File: src/rtl/key_sched_store.sv
// key_sched_store: round-key schedule store.
//
// Holds up to NR_MAX+1 round keys of DATA_W bits. Each entry has a valid bit.
// A schedule is started with clr_i, which also latches the round count from
// mode_i. Keys are then written in order through wr_en_i. keys_ready_o rises
// once entry nr_o has been written. Reads have one cycle of latency. They can
// run in forward order or in reverse (decrypt) order.
//
// Ports:
//   clk, rst_n      clock; asynchronous active-low reset
//   clr_i, mode_i   start a new schedule; mode 0/1/2/3 -> 10/12/14/10 rounds
//   wr_en_i         sequential write strobe, data taken from wr_data_i
//   wr_data_i       key written at wr_ptr_o
//   rd_en_i         read request for round rd_addr_i
//   rd_addr_i       round index to read
//   rd_rev_i        read in reverse order: effective index = nr - rd_addr
//   rd_data_o       registered read data
//   rd_valid_o      one-cycle read-hit pulse
//   rd_miss_o       one-cycle read-miss pulse
//   wr_ptr_o        next write index
//   nr_o            latched round count
//   keys_ready_o    high once entries 0..nr are all written
//   wr_err_o        sticky flag: a write was attempted while keys_ready_o was high
//   last_key_o      copy of entry nr while keys_ready_o is high, else 0
module key_sched_store #(
    parameter int unsigned DATA_W = 128,
    parameter int unsigned NR_MAX = 14,
    parameter int unsigned AW     = 4
) (
    input  logic              clk,
    input  logic              rst_n,
    input  logic              clr_i,
    input  logic [1:0]        mode_i,
    input  logic              wr_en_i,
    input  logic [DATA_W-1:0] wr_data_i,
    input  logic              rd_en_i,
    input  logic [AW-1:0]     rd_addr_i,
    input  logic              rd_rev_i,
    output logic [DATA_W-1:0] rd_data_o,
    output logic              rd_valid_o,
    output logic              rd_miss_o,
    output logic [AW-1:0]     wr_ptr_o,
    output logic [AW-1:0]     nr_o,
    output logic              keys_ready_o,
    output logic              wr_err_o,
    output logic [DATA_W-1:0] last_key_o
);

    localparam int unsigned   Depth   = NR_MAX + 1;
    localparam logic [AW-1:0] LastIdx = AW'(NR_MAX);
    localparam logic [AW-1:0] Nr10    = AW'(10);
    localparam logic [AW-1:0] Nr12    = AW'(12);
    localparam logic [AW-1:0] Nr14    = AW'(14);

    // Storage, deliberately left without a reset
    logic [DATA_W-1:0] mem_q [Depth];

    logic [Depth-1:0]  valid_q, valid_d;
    logic [AW-1:0]     wr_ptr_q, wr_ptr_d;
    logic [AW-1:0]     nr_q, nr_d;
    logic              keys_ready_q, keys_ready_d;
    logic              wr_err_q, wr_err_d;
    logic [DATA_W-1:0] last_key_q, last_key_d;
    logic [DATA_W-1:0] rd_data_q, rd_data_d;
    logic              rd_valid_q, rd_valid_d;
    logic              rd_miss_q, rd_miss_d;

    logic [AW-1:0]     mode_nr;
    logic              wr_fire;
    logic [AW-1:0]     rd_idx;
    logic              rd_oob;
    logic              rd_hit_wr;
    logic              rd_hit_mem;

    always_comb begin
        mode_nr = Nr10;
        case (mode_i)
            2'd1:    mode_nr = Nr12;
            2'd2:    mode_nr = Nr14;
            default: mode_nr = Nr10;  // mode 3 is reserved and uses 10 rounds
        endcase
    end

    // A write takes effect only outside clr and before the schedule completes.
    // The LastIdx guard keeps the memory index in range.
    assign wr_fire = wr_en_i & ~clr_i & ~keys_ready_q & (wr_ptr_q <= LastIdx);

    // Effective read index. In reverse order, rd_addr > nr is an underflow.
    always_comb begin
        rd_idx = rd_addr_i;
        rd_oob = 1'b0;
        if (rd_rev_i) begin
            if (rd_addr_i > nr_q) begin
                rd_oob = 1'b1;
            end else begin
                rd_idx = nr_q - rd_addr_i;
            end
        end
        if ((rd_idx > nr_q) || (rd_idx > LastIdx)) begin
            rd_oob = 1'b1;
        end
    end

    // Write-first: a read that targets the entry being written returns wr_data_i
    assign rd_hit_wr  = wr_fire & ~rd_oob & (wr_ptr_q == rd_idx);
    assign rd_hit_mem = ~rd_oob & valid_q[rd_idx];

    always_comb begin
        valid_d      = valid_q;
        wr_ptr_d     = wr_ptr_q;
        nr_d         = nr_q;
        keys_ready_d = keys_ready_q;
        wr_err_d     = wr_err_q;
        last_key_d   = last_key_q;
        rd_data_d    = rd_data_q;
        rd_valid_d   = 1'b0;
        rd_miss_d    = 1'b0;

        if (clr_i) begin
            // clr overrides any write or read in the same cycle
            valid_d      = '0;
            wr_ptr_d     = '0;
            keys_ready_d = 1'b0;
            wr_err_d     = 1'b0;
            last_key_d   = '0;
            nr_d         = mode_nr;
        end else begin
            if (wr_en_i && keys_ready_q) begin
                wr_err_d = 1'b1;
            end
            if (wr_fire) begin
                valid_d[wr_ptr_q] = 1'b1;
                wr_ptr_d          = wr_ptr_q + AW'(1);
                if (wr_ptr_q == nr_q) begin
                    keys_ready_d = 1'b1;
                    last_key_d   = wr_data_i;
                end
            end
            if (rd_en_i) begin
                if (rd_hit_wr) begin
                    rd_data_d  = wr_data_i;
                    rd_valid_d = 1'b1;
                end else if (rd_hit_mem) begin
                    rd_data_d  = mem_q[rd_idx];
                    rd_valid_d = 1'b1;
                end else begin
                    rd_data_d = '0;
                    rd_miss_d = 1'b1;
                end
            end
        end
    end

    always_ff @(posedge clk) begin
        if (wr_fire) begin
            mem_q[wr_ptr_q] <= wr_data_i;
        end
    end

    always_ff @(posedge clk or negedge rst_n) begin
        if (!rst_n) begin
            valid_q      <= '0;
            wr_ptr_q     <= '0;
            nr_q         <= Nr10;
            keys_ready_q <= 1'b0;
            wr_err_q     <= 1'b0;
            last_key_q   <= '0;
            rd_data_q    <= '0;
            rd_valid_q   <= 1'b0;
            rd_miss_q    <= 1'b0;
        end else begin
            valid_q      <= valid_d;
            wr_ptr_q     <= wr_ptr_d;
            nr_q         <= nr_d;
            keys_ready_q <= keys_ready_d;
            wr_err_q     <= wr_err_d;
            last_key_q   <= last_key_d;
            rd_data_q    <= rd_data_d;
            rd_valid_q   <= rd_valid_d;
            rd_miss_q    <= rd_miss_d;
        end
    end

    assign rd_data_o    = rd_data_q;
    assign rd_valid_o   = rd_valid_q;
    assign rd_miss_o    = rd_miss_q;
    assign wr_ptr_o     = wr_ptr_q;
    assign nr_o         = nr_q;
    assign keys_ready_o = keys_ready_q;
    assign wr_err_o     = wr_err_q;
    assign last_key_o   = last_key_q;

endmodule

File: config.mk
export PLATFORM = sky130hd
export DESIGN_NAME = key_sched_store
export DESIGN_NICKNAME = d
export VERILOG_FILES = /design/src/rtl/key_sched_store.sv
export SDC_FILE = /design/constraint.sdc
export NUM_CORES = 2
export LEC_CHECK = 0
export ABC_AREA = 1
export BUFFER_PORTS_ARGS = -buffer_cell sky130_fd_sc_hd__clkbuf_2
export CAP_MARGIN = 30
export CORE_ASPECT_RATIO = 0.7
export CORE_MARGIN = 4
export CORE_UTILIZATION = 50
export CTS_BUF_LIST = sky130_fd_sc_hd__clkbuf_16
export DETAILED_ROUTE_END_ITERATION = 10
export PLACE_DENSITY = 0.68
export RECOVER_POWER = 50
export SYNTH_ARGS = -nofsm -noshare
export SYNTH_HDL_FRONTEND = slang
export SYNTH_SLANG_ARGS = --single-unit
File: constraint.sdc
create_clock -name clk -period 15.35 [get_ports clk]
set_input_delay 3.07 -clock clk [delete_from_list [all_inputs] [get_ports clk]]
set_output_delay 3.07 -clock clk [all_outputs]
set_load 0.01 [all_outputs]
# Word-level counts from Yosys, hierarchy flattened
# Memory sizes are Yosys's and may differ from the RTL's.
# Index checks and enable logic that the tools add are counted.
[word_totals]
reg_bits = 283
mem_bits_rw = 1920
inputBits = 140
wordCells = 75
memories = 1
[memory_table]
columns = ["memory", "depth", "word_bits", "rd", "rd_clocked_by_memory_dff", "write_ports", "line_no", "text"]
rows = [
  ["mem_q", 15, 128, 1, 0, 1, "56", "logic [DATA_W-1:0] mem_q [Depth];"],
]
[op_classes]
add_sub_neg = 2
n_lt_le_gt_ge = 7
eq_ne = 4
mux = 34
bitwise_logic = 10
n_reduce_logical = 8
[op_table]
columns = ["operator", "n"]
rows = [
  ["2-to-1 mux 128 bit", 5],
  ["2-to-1 mux 15 bit", 2],
  ["2-to-1 mux 1 bit", 20],
  ["2-to-1 mux 4 bit", 4],
  ["OR 15 bit", 1],
  ["less-than comparator 4 x 5 -> 1 bit (second input constant)", 2],
  ["== test 4 bit", 2],
  ["> comparator 4 bit", 2],
  ["AND 1 bit", 6],
  ["case mux 3 bit (2 select lines)", 1],
  ["nonzero test 2 bit", 3],
  ["adder 4 x 1 -> 4 bit (second input constant)", 1],
  ["binary-select mux 1 bit (select 4 bit)", 1],
  ["demux 1 bit (select 4 bit)", 1],
  [">= comparator 4 x 1 -> 1 bit (second input constant)", 1],
  ["> comparator 4 bit (second input constant)", 1],
  ["less-or-equal comparator 4 bit (second input constant)", 1],
  ["AND reduction 2 bit", 2],
  ["subtractor 4 bit", 1],
  ["NOT 1 bit", 3],
  ["== test 2 x 1 -> 1 bit (second input constant)", 1],
  ["== test 2 bit (second input constant)", 1],
  ["logical AND 1 bit", 2],
  ["logical OR 1 bit", 1],
]

# Logic depth before layout (Yosys ltp)
[depth]
depth_word = 12
mapped_depth = 27
mapped_depth_nobuf = 20

# Worst setup path before layout
# No wires, ideal clock.
[synth_path]
path_kind = "input to register"
start = "input port clr_i"
end = "memory mem_q[11][0] (enable)"
setup_ns = 0.618
arrival_ns = 9.001
t_required_ns = 14.732
setup_slack_ns = 5.730
stages = 7
n_path_buf = 0
path_cell_list = "inv_2 nand2_1 nor2_1 nand2_1 inv_2 nand2_1 nor2_1"
[synth_between]
elab_chain_len = 6
[synth_lines]
columns = ["element", "line_no", "text"]
rows = [
  ["start: declaration", "32", "input logic clr_i,"],
  ["NOT 1 bit (no line)", "-", ""],
  ["AND 1 bit (3 in a row)", "86", "assign wr_fire = wr_en_i & ~clr_i & ~keys_ready_q & (wr_ptr_q <= LastIdx);"],
  ["2-to-1 mux 1 bit", "155", "if (wr_fire) begin"],
  ["2-to-1 mux 1 bit (implied by the code)", "156", "mem_q[wr_ptr_q] <= wr_data_i;"],
  ["end: declaration", "56", ""],
]
# Every way passes these cells.

# Worst setup path in the final report
[layout_path]
start = "input port clr_i"
end = "register rd_data_q[71], in the netlist rd_data_o[71]"
[layout_between]
elab_chain_len = 7
word_cells_on_any_way = 8
[layout_lines]
columns = ["element", "line_no", "text"]
rows = [
  ["NOT 1 bit (no line) (*)", "-", ""],
  ["AND 1 bit (3 in a row)", "86", ""],
  ["AND 1 bit (2 in a row)", "105", "assign rd_hit_wr = wr_fire & ~rd_oob & (wr_ptr_q == rd_idx);"],
  ["2-to-1 mux 128 bit", "140", "if (rd_hit_wr) begin"],
  ["end signal: assignment", "178", "rd_data_q <= rd_data_d;"],
  ["end: declaration", "64", "logic [DATA_W-1:0] rd_data_q, rd_data_d;"],
]
# Every way passes the cells marked *; elsewhere a longest branch is shown, timed or not.
# A chain may end at the register's enable or synchronous reset.

==> results.py <==
metrics = {
    "run_status": {
        "outcome": "finished with violations",
        "violations": "capacitance limit, slew limit",
    },
    "critical_path": {
        "worst-setup-path-type": "primary input to flop",
        "critPathRequiredTime_ns": 16.06,
        "cp-end-kind": "flop",
        "startpoint_type": "primary input",
        "worstRegToRegCells": 14,
        "path_max_fanout": 95,
        "arrival_ns": 10.37,
    },
    "sta": {
        "grt_setup_unrepaired": "no",
        "setup_slack_ns": 5.69,
        "hold_viol": 0,
        "finalCritPeriodShare_pct": 62.9,
        "relSlewSlack_pct": -227,
        "timing.final.setup_violations": 0,
        "fmax_mhz": 104,
        "layout_min_cycle_time_ns": 9.66,
        "skew_ns": 0.0382,
        "timing.hold.ws_ns": 0.481,
        "maxSlewViolCount": 341,
        "setup-tns-final_ns": 0,
        "worst_slew_pin_slew_ns": 4.91,
    },
    "synth": {
        "ys_warn_count": 0,
        "synth-main-ff-cell": "edfxtp_1",
        "yosysSeqAreaShare_pct": 71.2,
        "synth-edff-count": 1920,
        "synthesis.nets": 8575,
        "synth_area_leader_cell": "edfxtp_1",
        "yosys-top-cells-area": "edfxtp_1 63%, nor2_1 9.4%, dfrtp_1 7.7%, nand2_1 7.3%, nand3_1 5.7%",
        "synth_cell_type_count": 33,
        "synth.avg_cell_area_sq_um": 10.8,
        "ys_seq_elements": 2201,
        "syn_area_sq_um": 90800,
        "synthCells": 8425,
        "synth.top_cell.area_share_pct": 63.5,
        "async_reset_ff_share_pct": 12.8,
    },
    "place": {
        "dp_hpwl_microns": 126000,
        "pre_cts_ws_ns": 5.93,
        "place.gp.congestion": 0.790,
        "io_buffer_count": 405,
    },
    "clock_tree": {
        "htree_num_levels": 4,
        "cts_resized": 0,
        "cts_num_sinks": 2201,
        "cts_made_buffers": 206,
        "clk_path_buf_depth": 3,
        "cts_tree": "built",
        "clkTransAtPathRegs_ns": 0.06,
        "cts.hold.buffers_added": 0,
        "root_buffer": "clkbuf_16",
        "cts_setup_buffers": 0,
        "insertion_delay_ns": 0.85,
    },
    "drt": {
        "via_per_inst": 5.59,
        "first_iter_violations": 7262,
        "firstDrtPassIters": 6,
        "wirelength_microns": 253000,
        "wl_per_cell_microns": 22.6,
        "postRouteAntennaNets": 0,
        "vias": 62700,
        "drc": 0,
    },
    "floorplan": {
        "start_util_pct": 50.5,
        "die_w_microns": 517,
        "io_pins": 408,
        "coreArea_sq_um": 180000,
        "die_h_microns": 365,
        "num_rows": 130,
        "fp.dieArea_sq_um": 189000,
    },
    "global_route": {
        "first_global_vias": 59400,
        "grt_max_degree": 211,
        "grt_antenna_before_repair": 13,
        "grt_overflow": 0,
        "grt_pass1_wl_microns": 377000,
        "grtUsageTotal_pct": 26.4,
    },
    "finish": {
        "drive_gt1_share_pct": 7.03,
        "nets": 8784,
        "final_core_util_pct": 56.2,
        "syn_to_final_growth_pct": 11.4,
        "n_fill_cell": 14800,
    },
    "hold_path": {
        "min_path_type": "flop to flop",
        "min_path_cells": 2,
    },
    "run": {
        "cap_violations": 5,
    },
    "power": {
        "ir_worst_vdd_v": 0.000125,
        "power_density_nw_per_um2": 129,
        "p_leak_nw": 38.3,
        "power.total_mw": 13.1,
    },
}
-- critical path: stages --
cell and delay (ns):
clkbuf_1 0.25, clkinvlp_2 3.16, nand2_4 2.29, inv_6 0.50, buf_4 0.47, buf_12 0.26
nor2_1 0.15, a21oi_1 0.06
-- metrics by stage --
stage,std cells,area [sq um]
after global placement,10800,94300
after global routing,11200,101000
after detailed placement,10800,94900
after CTS,11200,101000
after floorplan,8425,90800
final,11200,101000
-- Yosys cell counts, types with 6 or more instances --
cell type,instances
nor2_1,2279
edfxtp_1,1920
nand2_1,1765
nand3_1,1034
dfrtp_1,280
a21oi_1,251
buf_2,221
clkbuf_1,199
inv_1,153
o21ai_0,140
buf_1,40
buf_4,27
buf_6,26
nand3_2,21
o21a_1,12
a21oi_2,9
ha_1,9
nand2_2,9
inv_2,6
-- layout by cell type, fill, tap and decap left out, types with 12 or more instances in the layout --
cell type  netlist  layout
clkbuf_2         0     151
o21ai_0        140     140
buf_4           27      66
clkinv_1         0      58
a21oi_1        251     251
dfrtp_1        280     280
clkbuf_1       199     256
nand3_1       1034    1033
nand2_1       1765    1763
clkinv_2         0      41
nor2_4           0      16
buf_16           0      20
clkbuf_16        0     208
o21a_1          12      12
nor2_1        2279    2264
bufinv_16        0      14
nand3_2         21      21
inv_1          153     193
edfxtp_1      1920    1920
buf_12           0      20
-- power breakdown --
| part | switching, mW | total [mW] | internal (mW) |
|---|---|---|---|
| registers | 0.0736 | 6.69 | 6.62 |
| logic | 1.05 | 1.44 | 0.385 |
| clock network | 2.24 | 4.94 | 2.70 |
-- path summary, 6_finish.rpt --
path	startpoint	slack, ns	to
max	clr_i	5.69	rd_data_o[71]
min	wr_err_o	0.48	wr_err_o
max reg2reg	nr_o[1]	9.61	rd_data_o[88]
min reg2reg	wr_err_o	0.48	wr_err_o
max in group asynchronous	rst_n	6.25	rd_data_o[63]
min in group asynchronous	rst_n	3.90	rd_data_o[52]
-- cell families (layout without fill, tap and decap cells) --
logic type | Yosys count | after routing | synth area share, %
compound gates | 414 | 414 | 2.36
xor+xnor | 1 | 1 | 0.00964
fa+ha+maj | 10 | 10 | 0.146
buf+inv | 673 | 1062 | 3.42
flops | 2201 | 2201 | 71.2
mux | 4 | 4 | 0.0441
other cells | 2 | 11 | 0.00827
simple gates | 5120 | 5120 | 22.8
-- cell type report --
type	count	area, sq um	area share (%)
Sequential cell	2201	64700	63.9
Multi-Input combinational cell	5551	23200	23.0
Clock buffer	208	5200	5.14
Timing Repair Buffer	515	3190	3.15
Tap cell	2376	2970	2.94
Clock inverter	180	1280	1.27
Inverter	159	616	0.608
Antenna cell	9	22.5	0.0222
-- state kept, by name (all words and copies together), names as in the netlist --
register,count
mem_q,1920
last_key_o,128
rd_data_o,128
valid_q,15
wr_ptr_o,4
nr_o,2
keys_ready_o,1
rd_miss_o,1
rd_valid_o,1
wr_err_o,1
-- metal layers --
layer	global-route usage (%)	up-vias	wire, microns
met5	0	-	36
met4	7.30	6	6710
met3	4.74	408	21600
met2	41.9	2879	117000
met1	37.9	30600	108000
li1	-	28800	-
Note: power is estimated with default switching activity, not from simulation.
